**src/rtl/nrs_pkg.sv**
```systemverilog
// Shared constants and state encoding for the NRS c_init sequencer.
package nrs_pkg;

    localparam logic [2:0] NRS_SYM0    = 3'd5;
    localparam logic [2:0] NRS_SYM1    = 3'd6;
    localparam int         N_SLOTS     = 20;
    localparam int         RUNS_PER_SF = 4;
    localparam logic [3:0] MAX_SF_IDX  = 4'd9;

    typedef enum logic [1:0] {
        ST_IDLE   = 2'd0,
        ST_CALC   = 2'd1,
        ST_LAUNCH = 2'd2,
        ST_WAIT   = 2'd3
    } nrs_state_e;

endpackage

```
**src/rtl/nrs_cinit_calc.sv**
```systemverilog
// Combinational c_init = 2^10*(7*(n_s+1)+l+1)*(2*N_ID+1) + 2*N_ID + 1.
module nrs_cinit_calc #(
    parameter int CELL_ID_W = 9,
    parameter int CINIT_W   = 31
) (
    input  logic [4:0]           slot,
    input  logic [2:0]           sym,
    input  logic [CELL_ID_W-1:0] cell_id,
    output logic [CINIT_W-1:0]   cinit
);

    logic [CINIT_W-1:0] sym_term;
    logic [CINIT_W-1:0] cell_term;

    // Largest result stays below 2^28, so the full-width product never wraps.
    always_comb begin
        sym_term  = CINIT_W'(7) * (CINIT_W'(slot) + CINIT_W'(1)) + CINIT_W'(sym) + CINIT_W'(1);
        cell_term = (CINIT_W'(cell_id) << 1) + CINIT_W'(1);
        cinit     = ((sym_term * cell_term) << 10) + cell_term;
    end

endmodule

```
**src/rtl/nrs_seq_ctrl.sv**
```systemverilog
// Issues four c_init launches per NRS subframe to the Gold generator.
// state  | meaning
// IDLE   | waiting for sf_start of an NRS-bearing subframe
// CALC   | registering c_init for the current (slot, sym)
// LAUNCH | offering cinit until gold_ready
// WAIT   | Gold run in progress, waiting for gold_done
module nrs_seq_ctrl
    import nrs_pkg::*;
#(
    parameter int CELL_ID_W = 9,
    parameter int CINIT_W   = 31
) (
    input  logic                 clk,
    input  logic                 rst,
    input  logic                 sf_start,
    input  logic [3:0]           sf_idx,
    input  logic                 sf_has_nrs,
    input  logic [CELL_ID_W-1:0] cell_id,
    input  logic                 gold_ready,
    input  logic                 gold_done,
    output logic [CINIT_W-1:0]   cinit,
    output logic                 cinit_valid,
    output logic [4:0]           slot,
    output logic [2:0]           sym,
    output logic                 last_run,
    output logic                 busy,
    output logic                 overrun
);

    localparam logic [1:0] LAST_RUN = 2'(RUNS_PER_SF - 1);

    nrs_state_e           state, state_nxt;
    logic [CELL_ID_W-1:0] cell_id_q;
    logic [4:0]           slot_q;
    logic [2:0]           sym_q;
    logic [1:0]           run_cnt;
    logic [CINIT_W-1:0]   cinit_q;
    logic [CINIT_W-1:0]   cinit_calc;
    logic                 overrun_q;
    logic                 accept;
    logic                 advance;

    nrs_cinit_calc #(
        .CELL_ID_W (CELL_ID_W),
        .CINIT_W   (CINIT_W)
    ) u_cinit_calc (
        .slot    (slot_q),
        .sym     (sym_q),
        .cell_id (cell_id_q),
        .cinit   (cinit_calc)
    );

    always_ff @(posedge clk or negedge rst) begin
        if (!rst) state <= ST_IDLE;
        else      state <= state_nxt;
    end

    always_comb begin
        state_nxt = state;
        accept    = 1'b0;
        advance   = 1'b0;
        case (state)
            ST_IDLE: begin
                if (sf_start && sf_has_nrs && (sf_idx <= MAX_SF_IDX)) begin
                    accept    = 1'b1;
                    state_nxt = ST_CALC;
                end
            end
            ST_CALC:   state_nxt = ST_LAUNCH;
            ST_LAUNCH: if (gold_ready) state_nxt = ST_WAIT;
            ST_WAIT: begin
                if (gold_done) begin
                    if (run_cnt == LAST_RUN) begin
                        state_nxt = ST_IDLE;
                    end else begin
                        advance   = 1'b1;
                        state_nxt = ST_CALC;
                    end
                end
            end
            default:   state_nxt = ST_IDLE;
        endcase
    end

    always_comb begin
        busy        = (state != ST_IDLE);
        cinit_valid = (state == ST_LAUNCH);
        last_run    = busy && (run_cnt == LAST_RUN);
    end

    // Run order within a subframe: (2s,5), (2s,6), (2s+1,5), (2s+1,6).
    always_ff @(posedge clk or negedge rst) begin
        if (!rst) begin
            cell_id_q <= '0;
            slot_q    <= '0;
            sym_q     <= '0;
            run_cnt   <= '0;
            cinit_q   <= '0;
            overrun_q <= 1'b0;
        end else begin
            overrun_q <= sf_start && ((state != ST_IDLE) || (sf_idx > MAX_SF_IDX));
            if (accept) begin
                cell_id_q <= cell_id;
                slot_q    <= {sf_idx, 1'b0};
                sym_q     <= NRS_SYM0;
                run_cnt   <= '0;
            end
            if (state == ST_CALC) cinit_q <= cinit_calc;
            if (advance) begin
                run_cnt <= run_cnt + 2'd1;
                if (sym_q == NRS_SYM0) begin
                    sym_q <= NRS_SYM1;
                end else begin
                    sym_q  <= NRS_SYM0;
                    slot_q <= slot_q + 5'd1;
                end
            end
        end
    end

    assign cinit   = cinit_q;
    assign slot    = slot_q;
    assign sym     = sym_q;
    assign overrun = overrun_q;

endmodule

```
**config.mk**
```make
export PLATFORM = sky130hd
export DESIGN_NAME = nrs_seq_ctrl
export DESIGN_NICKNAME = d
export VERILOG_FILES = /design/src/rtl/nrs_pkg.sv /design/src/rtl/nrs_cinit_calc.sv /design/src/rtl/nrs_seq_ctrl.sv
export SDC_FILE = /design/constraint.sdc
export NUM_CORES = 1
export LEC_CHECK = 0
export ABC_AREA = 1
export CORE_AREA = 5 5 142 117
export CTS_CLUSTER_DIAMETER = 30
export DETAILED_ROUTE_END_ITERATION = 7
export DIE_AREA = 0 0 147 122
export DONT_BUFFER_PORTS = 1
export SETUP_SLACK_MARGIN = 0.3
export SYNTH_ARGS = -nofsm -noshare
export SYNTH_HDL_FRONTEND = slang
export SYNTH_HIERARCHICAL = 1
export SYNTH_SLANG_ARGS = --single-unit
```
**constraint.sdc**
```tcl
create_clock -name clk -period 8.2 [get_ports clk]
set_input_delay 1.64 -clock clk [delete_from_list [all_inputs] [get_ports clk]]
set_output_delay 1.64 -clock clk [all_outputs]
set_load 0.05 [all_outputs]
```
Word level (Yosys, flattened, before mapping)
Index checks and enable logic that the tools add are counted.
{"block": "word_totals", "register_bits": 53, "inputBits": 19, "out_inout_bits": 43, "word_cells": 53}
{"block": "op_classes", "addsub": 7, "n_mul": 2, "n_lt_le_gt_ge": 2, "n_eq_ne": 8, "muxes": 18, "reduce_logical": 9}
{"operator": "$add A31 B1 Y31 const B", "n": 1}
{"operator": "$add A31 B11 Y31", "n": 1}
{"operator": "$add A31 B3 Y31", "n": 1}
{"operator": "$mul A3 B31 Y31 const A", "n": 1}
{"operator": "$mul A31 B31 Y21", "n": 1}
{"operator": "$mux W5", "n": 3}
{"operator": "$mux W2", "n": 6}
{"operator": "$add A10 B1 Y11 const B", "n": 1}
{"operator": "$pmux W2 S4", "n": 1}
{"operator": "$add A5 B1 Y6 const B", "n": 1}
{"operator": "$eq A2 B2 Y1 const B", "n": 3}
{"operator": "$mux W1", "n": 6}
{"operator": "$mux W3", "n": 2}
{"operator": "$ne A2 B2 Y1 const B", "n": 3}
{"operator": "$add A5 B1 Y5 const B", "n": 1}
{"operator": "$gt A4 B4 Y1 const B", "n": 1}
{"operator": "$le A4 B4 Y1 const B", "n": 1}
{"operator": "$logic_and A1 B1 Y1", "n": 4}
{"operator": "$reduce_bool A2 Y1", "n": 2}
{"operator": "$eq A3 B3 Y1 const B", "n": 1}
{"operator": "$reduce_and A3 Y1", "n": 1}
{"operator": "$add A2 B1 Y2 const B", "n": 1}
{"operator": "$eq A2 B1 Y1 const B", "n": 1}
{"operator": "$logic_not A2 Y1", "n": 1}
{"operator": "$logic_or A1 B1 Y1", "n": 1}

Logic depth before layout (Yosys ltp)
{"block": "depth", "word_depth": 7, "mapped_depth": 45, "depth_no_buf": 45}

By module
Netlist, hierarchy kept.
{"mod": "nrs_cinit_calc", "instances": 1, "cells_per_inst": 668, "area_each_um2": 4928.5, "seq_area_each_um2": 0.0}
{"mod": "nrs_seq_ctrl", "instances": 1, "cells_per_inst": 206, "area_each_um2": 2369.8, "seq_area_each_um2": 1326.3}

Worst setup path after synthesis
Ideal clock, no wire load.
{"block": "synth_path", "path_type": "reg2reg", "startpoint": "register slot_q[0] (netlist: slot[0])", "endpoint": "register cinit_q[30] (netlist: cinit[30])", "setup_ns": 0.125, "t_arrival_ns": 7.401, "t_required_ns": 8.075, "setup_slack_ns": 0.675, "stages_incl_launch_ff": 31, "n_path_buf": 0, "synth_period_minus_slack_ns": 7.525, "path_cell_list": "dfrtp_1 -> inv_1 -> ha_1 -> xor2_1 -> xor2_1 -> fa_1 -> inv_1 -> fa_1 -> inv_1 -> nand3_1 -> nor2_4 -> nand3_4 -> o21ai_2 -> nand2_4 -> inv_4 -> nand2_2 -> fa_1 -> fa_1 -> inv_1 -> fa_1 -> fa_1 -> inv_1 -> fa_1 -> inv_1 -> ha_1 -> nand2_1 -> nor4_1 -> nand3_1 -> nand4_1 -> nand2_1 -> mux2_2"}
{"block": "synth_between", "elab_chain_cells": 6}
{"element": "from (decl)", "line": "nrs_seq_ctrl.sv:34", "text": "logic [4:0] slot_q;"}
{"element": "from (signal assigned)", "line": "nrs_seq_ctrl.sv:104", "text": "slot_q <= {sf_idx, 1'b0};"}
{"element": "from (signal assigned)", "line": "nrs_seq_ctrl.sv:115", "text": "slot_q <= slot_q + 5'd1;"}
{"element": "$add A5 B1 Y6", "line": "nrs_cinit_calc.sv:17", "text": "sym_term = CINIT_W'(7) * (CINIT_W'(slot) + CINIT_W'(1)) + CINIT_W'(sym) + CINIT_W'(1);"}
{"element": "$mul A3 B31 Y31", "line": "nrs_cinit_calc.sv:17"}
{"element": "$add A31 B3 Y31", "line": "nrs_cinit_calc.sv:17"}
{"element": "$add A31 B1 Y31", "line": "nrs_cinit_calc.sv:17"}
{"element": "$mul A31 B31 Y21", "line": "nrs_cinit_calc.sv:19", "text": "cinit = ((sym_term * cell_term) << 10) + cell_term;"}
{"element": "$add A31 B11 Y31", "line": "nrs_cinit_calc.sv:19"}
{"element": "net cinit_calc[30]", "line": "nrs_seq_ctrl.sv:38", "text": "logic [CINIT_W-1:0] cinit_calc;"}
{"element": "to (signal assigned)", "line": "nrs_seq_ctrl.sv:108", "text": "if (state == ST_CALC) cinit_q <= cinit_calc;"}
{"element": "to (decl)", "line": "nrs_seq_ctrl.sv:37", "text": "logic [CINIT_W-1:0] cinit_q;"}
The timed path passes the listed nets, and every way through them passes these cells.
A chain may end at the register's enable or synchronous reset.

Final worst setup path
{"block": "layout_path", "startpoint": "register slot_q[0] (netlist: slot[0])", "endpoint": "register cinit_q[28] (netlist: cinit[28])"}
Same word-level chain as after synthesis.

==> results.sh <==
export IMPL_status="completed"
export IMPL_vias=5177
export IMPL_timing_final_crit_period_ns=7.42
export IMPL_synth_edf_count=0
export IMPL_clock_fmax_mhz=135
export IMPL_synthCells=874
export IMPL_cts_max_path_buffers=2
export IMPL_antenna_found_initial=0
export IMPL_grt_pass1_wl_um=26900
export IMPL_num_rows=41
export IMPL_drtAntennaViolNets=0
export IMPL_syn_area_um2=7300
export IMPL_finalSetupViolCount=0
export IMPL_critPathRequiredTime_ns=8.38
export IMPL_drt_iter0_drc=296
export IMPL_dp_hpwl_um=13100
export IMPL_synth_seq_area_share_pct=18.2
export IMPL_cts_buffers=5
export IMPL_worst_pin_slew_ns=0.885
export IMPL_hold_buffers=0
export IMPL_cpPeakStageDelay_ns=0.56
export IMPL_slew_violations=0
export IMPL_clk_latency_ns=0.29
export IMPL_layout_drive_gt1_share_pct=15.0
export IMPL_fp_dieArea_um2=17900
export IMPL_die_y_um=122
export IMPL_wl_per_cell_um=14.3
export IMPL_initial_core_util_pct=47.9
export IMPL_grt_max_degree=54
export IMPL_ys_types=41
export IMPL_final_nets=1060
export IMPL_htreeDepth=2
export IMPL_crit_path_end_kind="register"
export IMPL_area_growth_pct=6.46
export IMPL_crit_type="reg2reg"
export IMPL_crit_top_cell="fa_1"
export IMPL_grt_pass1_vias=5307
export IMPL_vias_per_cell=4.82
export IMPL_slew_headroom_pct=40.8
export IMPL_synth_top_area_cell="fa_1"
export IMPL_startpoint_type="register"
export IMPL_skew_ns=0.00578
export IMPL_io_pins=62
export IMPL_path_clk_slew_ns=0.07
export IMPL_crit_path_max_fanout=6
export IMPL_yosys_top_cells_count="inv_1 (200), nand2_1 (150), ha_1 (88), fa_1 (74), nor2_1 (69)"
export IMPL_die_w_um=147
export IMPL_maxCapViolations=0
export IMPL_yosysMostFrequentCell="inv_1"
export IMPL_fp_coreArea_um2=15200
export IMPL_ys_ff_latch=53
export IMPL_clockRootBuffer="clkbuf_16"
export IMPL_r2r_cells=32
export IMPL_grtUsageTotal_pct=18.5
export IMPL_ys_top_cells_by_area="fa_1 (20%), dfrtp_1 (18%), ha_1 (15%)"
export IMPL_yosysWarnings=6
export IMPL_io_buffers=0
export IMPL_n_antenna_cell=0
export IMPL_min_path_cells=2
export IMPL_overflow=0
export IMPL_hp_class="reg2reg"
export IMPL_cts_tree="done"
export IMPL_wirelength_um=15400
export IMPL_clock_sinks=53
export IMPL_synth_top_area_share_pct=20.3
export IMPL_synth_flop_cell="dfrtp_1"
export IMPL_tns_ns=0
export IMPL_hold_viol=0
export IMPL_drc=0
export IMPL_avgSynthCellArea_um2=8.35
export IMPL_post_route_period_util_pct=90.5
export IMPL_crit_slowest_cell="fa_1"
export IMPL_nFillCells=1487
export IMPL_worstPathArrival_ns=7.60
export IMPL_rsz0062_at_grt="no"
export IMPL_dr_pass1_iters=5
export IMPL_finalWeightedCongestion=0.909
export IMPL_synth_async_sr_flop_share_pct=100
-- registers in the layout, summed over array words and instances (netlist names) --
signal / cells
cinit: 31
slot: 5
state: 2
cell_id_q: 9
sym: 3
overrun: 1
run_cnt: 2
-- through the flow --
step / util [%] / hold WS [ns] / setup slack [ns] / cells / area [um^2]
after floorplan: - / 0.469 / 0.675 / 883 / 7330
after global placement: 49.2 / 0.500 / 0.542 / 1062 / 7490
after detailed placement: 49.2 / 0.507 / 0.525 / 1062 / 7490
after CTS: 50.2 / 0.522 / 0.477 / 1070 / 7640
after global routing: 51.0 / 0.542 / 0.308 / 1073 / 7770
final: 51.0 / 0.525 / 0.780 / 1073 / 7770
-- final cells by class --
class	instances	area (um^2)	area share, %
clock buffers	6	139	1.79
inverters	210	793	10.2
multi-input cells	599	5170	66.6
clock inverters	2	17.5	0.225
repair buffers	10	75.1	0.966
well taps	193	241	3.11
flip-flops and latches	53	1330	17.1
-- repair_timing --
action	in CTS	in global routing
buffers inserted	0	3
endpoints found under the setup margin	0	10
gates resized for setup	0	21
endpoints found under the hold margin	0	0
-- logic make-up (layout without fill, tap and decap cells) --
| family | Yosys count | in the layout | synth area share [%] |
|---|---|---|---|
| xor+xnor | 23 | 23 | 2.86 |
| simple gates | 319 | 319 | 21.2 |
| flops | 53 | 53 | 18.2 |
| mux | 31 | 31 | 4.78 |
| buf+inv | 231 | 228 | 12.8 |
| compound gates | 53 | 53 | 4.75 |
| fa+ha+maj | 162 | 162 | 35.4 |
| other cells | 2 | 11 | 0.103 |
-- critical path, delay by kind of cell (launching register included) --
kind	cells	cell delay, ns
adder cells (fa/ha/maj)	9	4.15
XOR/XNOR	2	0.33
AO/OA/AOI/OAI	2	0.40
flip-flops	1	0.44
buffers and inverters	6	0.49
AND/OR/NAND/NOR	12	1.24
multiplexers	1	0.25
-- placed cells by master (no fill, tap or decap), types with 7 or more instances in the layout --
master / count
inv_1: 199
nand2_1: 148
ha_1: 84
fa_1: 74
nor2_1: 68
dfrtp_1: 50
nand3_1: 43
mux2_2: 31
a21oi_1: 21
xor2_1: 14
nand2_2: 14
o21ai_0: 11
conb_1: 11
nand2_4: 10
o21ai_2: 10
buf_4: 10
nand3_2: 8
inv_2: 7
-- routing by layer --
metal / wire length, um / up-vias / track usage (%)
met5: 0 / - / 0
met1: 7950 / 2390 / 28.5
met2: 6340 / 118 / 27.0
met4: 177 / 0 / 3.67
li1: - / 2655 / -
met3: 899 / 14 / 3.61
-- final timing paths --
| check | slack, ns | start | to |
|---|---|---|---|
| setup / recovery | 0.78 | slot[0]$_DFF_PN0_ | cinit[28]$_DFFE_PN0N_ |
| hold / removal | 0.52 | run_cnt[1]$_DFFE_PN0P_ | run_cnt[1]$_DFFE_PN0P_ |
| setup reg to reg | 0.78 | slot[0]$_DFF_PN0_ | cinit[28]$_DFFE_PN0N_ |
| hold reg to reg | 0.52 | run_cnt[1]$_DFFE_PN0P_ | run_cnt[1]$_DFFE_PN0P_ |
| max in group asynchronous | 7.06 | rst | cinit[19]$_DFFE_PN0N_ |
| min in group asynchronous | 1.03 | rst | overrun$_DFF_PN0_ |
Power is left out: the tool's default activity adds up to more than one toggle a clock period on the data nets, which glitch-free logic cannot reach.
